### config.mk
export PLATFORM = sky130hd
export DESIGN_NAME = fault_counters
export DESIGN_NICKNAME = d
export VERILOG_FILES = /design/src/rtl/fault_counters.sv
export SDC_FILE = /design/constraint.sdc
export NUM_CORES = 1
export LEC_CHECK = 0
export CORE_MARGIN = 2
export CORE_UTILIZATION = 48
export CTS_CLUSTER_DIAMETER = 120
export DETAILED_ROUTE_END_ITERATION = 12
export GPL_TIMING_DRIVEN = 0
export PLACE_DENSITY = 0.76
export RECOVER_POWER = 25
export SETUP_SLACK_MARGIN = 0.05
export SKIP_CTS_REPAIR_TIMING = 1
export SYNTH_ARGS = -nofsm -noshare
export SYNTH_HDL_FRONTEND = slang
export SYNTH_SLANG_ARGS = --single-unit
### constraint.sdc
create_clock -name clock -period 4.8 [get_ports clock]
set_input_delay 0.72 -clock clock [delete_from_list [all_inputs] [get_ports clock]]
set_output_delay 0.72 -clock clock [all_outputs]
set_load 0.02 [all_outputs]
### src/rtl/fault_counters.sv
// CAN fault-confinement error counters: REC, TEC and the bus-off recovery counter ERB,
// with combinational threshold flags taken straight from the count registers.
module fault_counters #(
    parameter int REC_RELOAD    = 120,
    parameter int RECOVERY_BITS = 11,
    parameter int RECOVERY_SEQS = 128
) (
    input  logic       clock,
    input  logic       reset,
    input  logic       resetcount,
    input  logic       busoff,
    input  logic       sample,
    input  logic       rx_bit,
    input  logic       rec_inc1,
    input  logic       rec_inc8,
    input  logic       rec_dec,
    input  logic       tec_inc8,
    input  logic       tec_dec,
    output logic [7:0] rec,
    output logic [8:0] tec,
    output logic [7:0] erb,
    output logic       rec_lt96,
    output logic       rec_ge96,
    output logic       rec_ge128,
    output logic       tec_lt96,
    output logic       tec_ge96,
    output logic       tec_ge128,
    output logic       tec_ge256,
    output logic       erb_eq128
);

    localparam logic [7:0] RELOAD_VAL = 8'(REC_RELOAD);
    localparam logic [3:0] BIT_LAST   = 4'(RECOVERY_BITS - 1);
    localparam logic [7:0] ERB_MAX    = 8'(RECOVERY_SEQS);

    logic [3:0] bitcnt;

    function automatic logic [7:0] rec_sat_add(input logic [7:0] val, input logic [3:0] inc);
        logic [8:0] sum;
        sum = {1'b0, val} + {5'd0, inc};
        return sum[8] ? 8'hFF : sum[7:0];
    endfunction

    // TEC tops out at 256 (bus-off threshold), never beyond.
    function automatic logic [8:0] tec_sat_add8(input logic [8:0] val);
        return (val >= 9'd248) ? 9'd256 : val + 9'd8;
    endfunction

    always_ff @(posedge clock) begin
        if (!reset || !resetcount) begin
            rec    <= '0;
            tec    <= '0;
            erb    <= '0;
            bitcnt <= '0;
        end else if (!busoff) begin
            if (rec_inc8)
                rec <= rec_sat_add(rec, 4'd8);
            else if (rec_inc1)
                rec <= rec_sat_add(rec, 4'd1);
            else if (rec_dec) begin
                if (rec > 8'd127)
                    rec <= RELOAD_VAL;
                else if (rec != 8'd0)
                    rec <= rec - 8'd1;
            end

            if (tec_inc8)
                tec <= tec_sat_add8(tec);
            else if (tec_dec && tec != 9'd0)
                tec <= tec - 9'd1;

            // Leaving bus-off (or never being in it) discards any recovery progress.
            bitcnt <= '0;
            erb    <= '0;
        end else if (sample) begin
            if (!rx_bit)
                bitcnt <= '0;
            else if (bitcnt == BIT_LAST) begin
                bitcnt <= '0;
                if (erb != ERB_MAX)
                    erb <= erb + 8'd1;
            end else if (bitcnt > BIT_LAST)
                bitcnt <= 4'd1;
            else
                bitcnt <= bitcnt + 4'd1;
        end
    end

    assign rec_lt96  = (rec < 8'd96);
    assign rec_ge96  = (rec >= 8'd96);
    assign rec_ge128 = (rec >= 8'd128);
    assign tec_lt96  = (tec < 9'd96);
    assign tec_ge96  = (tec >= 9'd96);
    assign tec_ge128 = (tec >= 9'd128);
    assign tec_ge256 = (tec >= 9'd256);
    assign erb_eq128 = (erb == ERB_MAX);

endmodule

# Word level (Yosys, flattened, before mapping)
# Index checks and enable logic that the tools add are counted.
# totals
in_bits,11
reg_bits,29
# classes
n_reduce_logical,13
n_bitwise,1
n_eq_ne,3
n_mux,13
addsub,7
order_cmp,10
# op_table
cell,n
2-to-1 mux 8 bit,7
2-to-1 mux 9 bit,3
">= comparator 9 x 8 -> 1 bit, second input constant",2
2-to-1 mux 4 bit,3
"adder 8 x 1 -> 9 bit, second input constant",1
"adder 8 x 4 -> 9 bit, second input constant",1
"adder 9 x 4 -> 9 bit, second input constant",1
">= comparator 9 x 7 -> 1 bit, second input constant",1
">= comparator 9 bit, second input constant",1
"< comparator 9 x 7 -> 1 bit, second input constant",1
nonzero test 9 bit,1
"subtractor 9 x 1 -> 9 bit, second input constant",1
"adder 8 x 1 -> 8 bit, second input constant",1
"== test 8 bit, second input constant",1
">= comparator 8 x 7 -> 1 bit, second input constant",1
">= comparator 8 bit, second input constant",1
"> comparator 8 x 7 -> 1 bit, second input constant",1
"< comparator 8 x 7 -> 1 bit, second input constant",1
"inequality test 8 bit, second input constant",1
nonzero test 8 bit,1
"subtractor 8 x 1 -> 8 bit, second input constant",1
"adder 4 x 1 -> 4 bit, second input constant",1
"== test 4 bit, second input constant",1
"> comparator 4 bit, second input constant",1
11 further kinds,12

# Logic depth before layout (Yosys ltp)
# Gate-level depths: netlist of run 1.
# logic_depth
depth_word,6
ltp_mapped,8

# Least setup slack after synthesis of run 1
# Ideal clock, no wire load.
# synth_path
kind,register to output
from,register tec[7]
to,output tec_lt96
t_required_ns,4.080
path_stages_with_launch,4
arrival_ns,1.253
setup_slack_ns,2.827
n_path_buf,0
path_cell_list,dfxtp_1 > or2_2 > nand2b_1 > inv_1
# synth_via
elab_chain_len,1
# synth_rtl
item,line_no,rtl
from (decl),20,"output logic [8:0] tec,"
from (signal assigned),68,tec <= tec_sat_add8(tec);
from (signal assigned),70,tec <= tec - 9'd1;
< comparator 9 x 7 -> 1 bit,92,assign tec_lt96 = (tec < 9'd96);
to (decl),25,"output logic tec_lt96,"
# No other way between the ends.

# Worst setup path after layout of run 1
# layout_path
from,register erb[0]
to,output erb_eq128
# layout_via
elab_chain_len,1
# layout_rtl
item,line_no,rtl
from (decl),21,"output logic [7:0] erb,"
from (signal assigned),81,erb <= erb + 8'd1;
== test 8 bit,96,assign erb_eq128 = (erb == ERB_MAX);
to (decl),29,output logic erb_eq128
# No other way between the ends.

==> impl_metrics.yaml, run 1 <==
place:
  dp_slack_ps: 2250
  io_buffers: 40
  place_area_mm2: 0.00264
  gp_congestion: 0.930
  dp_hpwl_mm: 4.08
cells_and_area:
  multi_input_area_mm2: 0.00145
  fill_cells: 402
  nets: 354
  drive_gt1_frac: 0.0788
  seq_area_um2: 581
  fin_area_mm2: 0.00274
  syn2layout_area_growth_pct: 26.1
  layout_common_cells: "29 x dfxtp_1, 29 x clkdlybuf4s50_1, 23 x nor2_1"
  final_util: 0.630
  antennaDiodeCount: 0
grt:
  grt_util_all_layers: 0.228
  overflow: 0
  grt_max_degree: 11
  grt_pass1_vias: 2036
  antenna_found_initial: 0
  grt_pass1_wl_mm: 9.43
clocking:
  cts_tree: "done"
  h-tree-depth: 2
  clkLatencyLatePin_ps: 290
  cts-root-buf: "clkbuf_8"
  numCtsBuffers: 5
  clk_pin_slew_ps: 60
  cts_buffer_depth: 2
  cts.sink_count: 29
sta:
  setup_violations: 0
  hold_viol_final: 0
  skew_ps: 7.00
  finalCriticalPeriod_ps: 2730
  fmax_mhz: 366
  rsz0062_at_grt: "no"
  tightest_slew_ps: 625
  final-max-slew-violation-count: 0
  worst_slack_ps: 2070
  slew_headroom: 0.581
  finalSetupTns_ps: 0
  finalCritPeriodShare: 0.570
detailed_routing:
  wl_mm: 5.59
  dr.pass1.iters: 4
  ant_nets: 0
  routed_via_density: 6.02
  wl_per_cell_um: 14.6
  drtIter0Drc: 181
  vias: 2298
  drc_errors: 0
die:
  core_area_mm2: 0.00435
  die_h_um: 71.3
  placement_rows: 24
  dieArea_mm2: 0.00509
  initial_core_util: 0.499
  fp.dieW_um: 71.3
  ios: 44
critical_path:
  required_ps: 4080
  r2r_end: "rec[2]"
  rr_worst_depth: 6
  start_kind: "register"
  worstPathMaxFanout: 5
  arrival_ps: 2010
  r2r_start: "rec[0]"
  critPathKind: "register to output pin"
  r2r_slack_ps: 2740
  cp-end-kind: "output pin"
synthesis:
  syn_area_mm2: 0.00217
  syn_avg_cell_area_um2: 7.71
  ys_seq_area_frac: 0.267
  synth_cell_types: 54
  syn_nets: 307
  synth-seq-cells: 29
  synth_edf_count: 0
  synthCells: 282
  synthArstFlopShare: 0
  synthFlopType: "dfxtp_1"
  synth_warnings: 0
power:
  p_leak_uw: 0.00104
  power.switching_uw: 185
  intPower_uw: 429
  comb_power_share: 0.208
  clockPowerShare: 0.378
  swShare: 0.301
  p_seq_frac: 0.413
  fin_total_pwr_uw: 613
  p_per_area_mw_per_mm2: 224
  irDropWorstVdd_mv: 0.146
worst_hold_path:
  hold_depth: 2
  min_from: "bitcnt[2]"
  hold_class: "register to register"
  min_to: "bitcnt[2]"
outcome:
  status: "finished, final reports clean"
run:
  maxCapViolations: 0
## worst max path at each step
stage,startpoint,endpoint,slack [ps],depth (start not counted)
2_1_floorplan,tec[7],tec_lt96,2830,3
6_report,erb[0],erb_eq128,2070,5
4_1_cts,erb[0],erb_eq128,2040,5
5_1_grt,erb[0],erb_eq128,1940,5
3_5_place_dp,sample,erb[7],2250,6
3_3_place_gp,sample,erb[6],2260,6
## sequential cells by signal, summed over array words and instances, names as in the netlist
signal,count
bitcnt,4
erb,8
rec,8
tec,9
## worst max-delay path: stages (launching register included)
cell,delay (ps)
dfxtp_1,350
inv_1,70
ha_1,120
nor4bb_1,410
and2_1,190
clkdlybuf4s50_1,590
## metrics by stage
stage | std cells | hold slack [ps]
2_1_floorplan | 282 | 470
6_report | 382 | 516
5_1_grt | 382 | 558
3_3_place_gp | 374 | 492
4_1_cts | 382 | 511
3_5_place_dp | 374 | 502
## power groups by stage
stage | registers (uW) | logic (uW) | clock network (uW)
after detailed placement | 259 | 126 | 0
after floorplan | 262 | 80.2 | 0
after CTS | 253 | 127 | 235
final | 253 | 128 | 232
after global routing | 254 | 140 | 243
after global placement | 259 | 124 | 0
## layout make-up
type,instances,share of cell area
clock inverters,1,0.00183
flip-flops and latches,29,0.212
plain buffers,16,0.0237
repair buffers,40,0.146
multi-input cells,215,0.528
clock buffers,7,0.0351
inverters,22,0.0301
well taps,52,0.0237
## routing by layer
layer | routed length (um) | track usage | up-vias
met5 | 0 | 0 | -
met4 | 63 | 0.0713 | 0
met3 | 314 | 0.0464 | 6
met2 | 2600 | 0.361 | 74
met1 | 2610 | 0.311 | 1086
li1 | - | - | 1132
## cell usage after synthesis, types with 2 or more instances
master / n / area (um2)
o211ai_1: 3 / 22.5
nor4_1: 7 / 43.8
xnor2_1: 3 / 26.3
xor2_1: 8 / 70.1
a21oi_1: 17 / 85.1
nand4_1: 8 / 50.1
inv_1: 22 / 82.6
and3_1: 6 / 37.5
o22ai_1: 2 / 12.5
buf_2: 4 / 20.0
or2_2: 3 / 18.8
clkbuf_1: 12 / 45.0
nor2_1: 23 / 86.3
or4_1: 2 / 15.0
nand2b_1: 7 / 43.8
a32o_1: 2 / 20.0
a211oi_1: 6 / 45.0
nand3_1: 9 / 45.0
a21o_1: 4 / 30.0
nor3_1: 8 / 40.0
ha_1: 14 / 175
and2_1: 3 / 18.8
o21ai_0: 15 / 75.1
a211oi_2: 2 / 25.0
a311oi_1: 2 / 17.5
nor2b_1: 4 / 25.0
o31ai_1: 4 / 30.0
dfxtp_1: 29 / 581
o311ai_0: 2 / 17.5
a41oi_1: 2 / 17.5
a31oi_1: 7 / 43.8
nand2_1: 17 / 63.8
nand3b_1: 4 / 30.0
## logic make-up (layout without fill, tap and decap cells)
group	Yosys count	count (layout)	share of synthesized area
AO/OA/AOI/OAI	80	80	0.263
XOR/XNOR	11	11	0.0443
adder cells (fa/ha/maj)	14	14	0.0806
buffers and inverters	38	86	0.0679
flip-flops	29	29	0.267
multiplexers	1	1	0.00518
AND/OR/NAND/NOR	109	109	0.272
Note: power is estimated with default switching activity, not from simulation.
==> run 2, diff against run 1 <==
Settings changed: CORE_UTILIZATION 48 to 47, PLACE_DENSITY 0.76 to 0.78.
Clock period 4.8 ns to 2.3 ns, I/O delays scaled along.
==> run 2 against run 1 <==
Sequential cell count is the same. Hold slack better by 6.1 ps. Worst setup slack got worse by 1900 ps. Critical path type unchanged.
==> impl_metrics.yaml, run 2 (synthesis gave the netlist of run 1 again) <==
outcome:
  status: "finished, final reports clean"
critical_path:
  start_kind: "register"
  arrival_ps: 1790
  required_ps: 1960
  cp-end-kind: "output pin"
  critPathKind: "register to output pin"
  worstPathMaxFanout: 10
grt:
  antenna_found_initial: 0
  grt_max_degree: 11
  grt_pass1_wl_mm: 8.95
  grt_util_all_layers: 0.215
  overflow: 0
  grt_pass1_vias: 1913
sta:
  tightest_slew_ps: 677
  fmax_mhz: 469
  rsz0062_at_grt: "no"
  hold_viol_final: 0
  slew_headroom: 0.546
  finalCritPeriodShare: 0.927
  fin_hold_ws_ps: 522
  finalSetupTns_ps: 0
  finalCriticalPeriod_ps: 2130
  skew_ps: 2.69
  final-max-slew-violation-count: 0
  setup_violations: 0
clocking:
  cts.sink_count: 29
  clkLatencyLatePin_ps: 280
  numCtsBuffers: 5
  clk_pin_slew_ps: 60
  cts-root-buf: "clkbuf_8"
  h-tree-depth: 2
  cts_buffer_depth: 2
  cts_tree: "done"
die:
  core_area_mm2: 0.00441
  die_h_um: 72.0
  ios: 44
  placement_rows: 24
  dieArea_mm2: 0.00519
  initial_core_util: 0.493
  fp.dieW_um: 72.0
cells_and_area:
  fin_area_mm2: 0.00274
  layout_common_cells: "29 x dfxtp_1, 27 x clkdlybuf4s50_1, 23 x nor2_1"
  largest_register: "tec"
  largest_reg_flops: 9
  final_util: 0.621
  syn2layout_area_growth_pct: 26.1
  drive_gt1_frac: 0.0818
  nets: 354
  final_common_cell: "dfxtp_1"
  antennaDiodeCount: 0
  largest_registers: "tec x9, erb x8, rec x8"
detailed_routing:
  ant_nets: 0
  wl_per_cell_um: 14.1
  routed_via_density: 5.81
  wl_mm: 5.37
  drtIter0Drc: 110
  vias: 2220
  drc_errors: 0
  dr.pass1.iters: 5
power:
  p_leak_uw: 0.00107
  fin_total_pwr_uw: 1200
  irDropWorstVdd_mv: 0.330
  p_per_area_mw_per_mm2: 437
worst_hold_path:
  hold_class: "register to register"
run:
  maxCapViolations: 0
place:
  gp_congestion: 0.943
  place_area_mm2: 0.00264
  dp_hpwl_mm: 3.92
  io_buffers: 40
## run 2: critical path, cell delays in order (launching register included)
cell and delay, ps:
dfxtp_1 370, clkbuf_1 350, a21o_1 190, clkdlybuf4s50_1 600
## run 2: path summary, 6_finish.rpt
kind / to / cells after the start / slack [ps] / from
max: rec_ge96 / 3 / 170 / rec[6]
min: bitcnt[2] / 2 / 520 / bitcnt[2]
max reg2reg: rec[1] / 6 / 210 / rec[0]
min reg2reg: bitcnt[2] / 2 / 520 / bitcnt[2]
## run 2: stage by stage
step | std cells | setup WS (ps)
6_report | 382 | 167
5_1_grt | 382 | 75.1
4_1_cts | 382 | -63.3
3_5_place_dp | 374 | 167
3_3_place_gp | 374 | 155
2_1_floorplan | 282 | 378
## run 2: power breakdown
part           leakage, uW  switching, uW  internal, uW
logic             0.000785            150           112
clock network    0.0000450            197           209
registers         0.000235           16.4           513
total              0.00107            364           834
## run 2: area by class of cell
type / count / area (um2)
Fill cell: 413 / 1670
Multi-Input combinational cell: 215 / 1460
Sequential cell: 29 / 581
Tap cell: 52 / 65.1
Inverter: 22 / 82.6
Timing Repair Buffer: 40 / 403
Buffer: 16 / 66.3
Clock inverter: 2 / 10.0
Clock buffer: 6 / 72.6
## run 2: routing by layer
metal / wire (um) / part of all wire / up-vias / global-route usage
met3: 270 / 0.050 / 9 / 0.0556
met1: 2590 / 0.48 / 1016 / 0.290
met5: 0 / 0 / - / 0
met2: 2440 / 0.45 / 61 / 0.347
met4: 64 / 0.012 / 0 / 0.0482
li1: - / - / 1134 / -
==> run 3, diff against run 2 <==
Settings changed: SLEW_MARGIN set to 20.
==> results of run 3 <==
The final DEF is identical to that of run 2; final timing and power are the same.
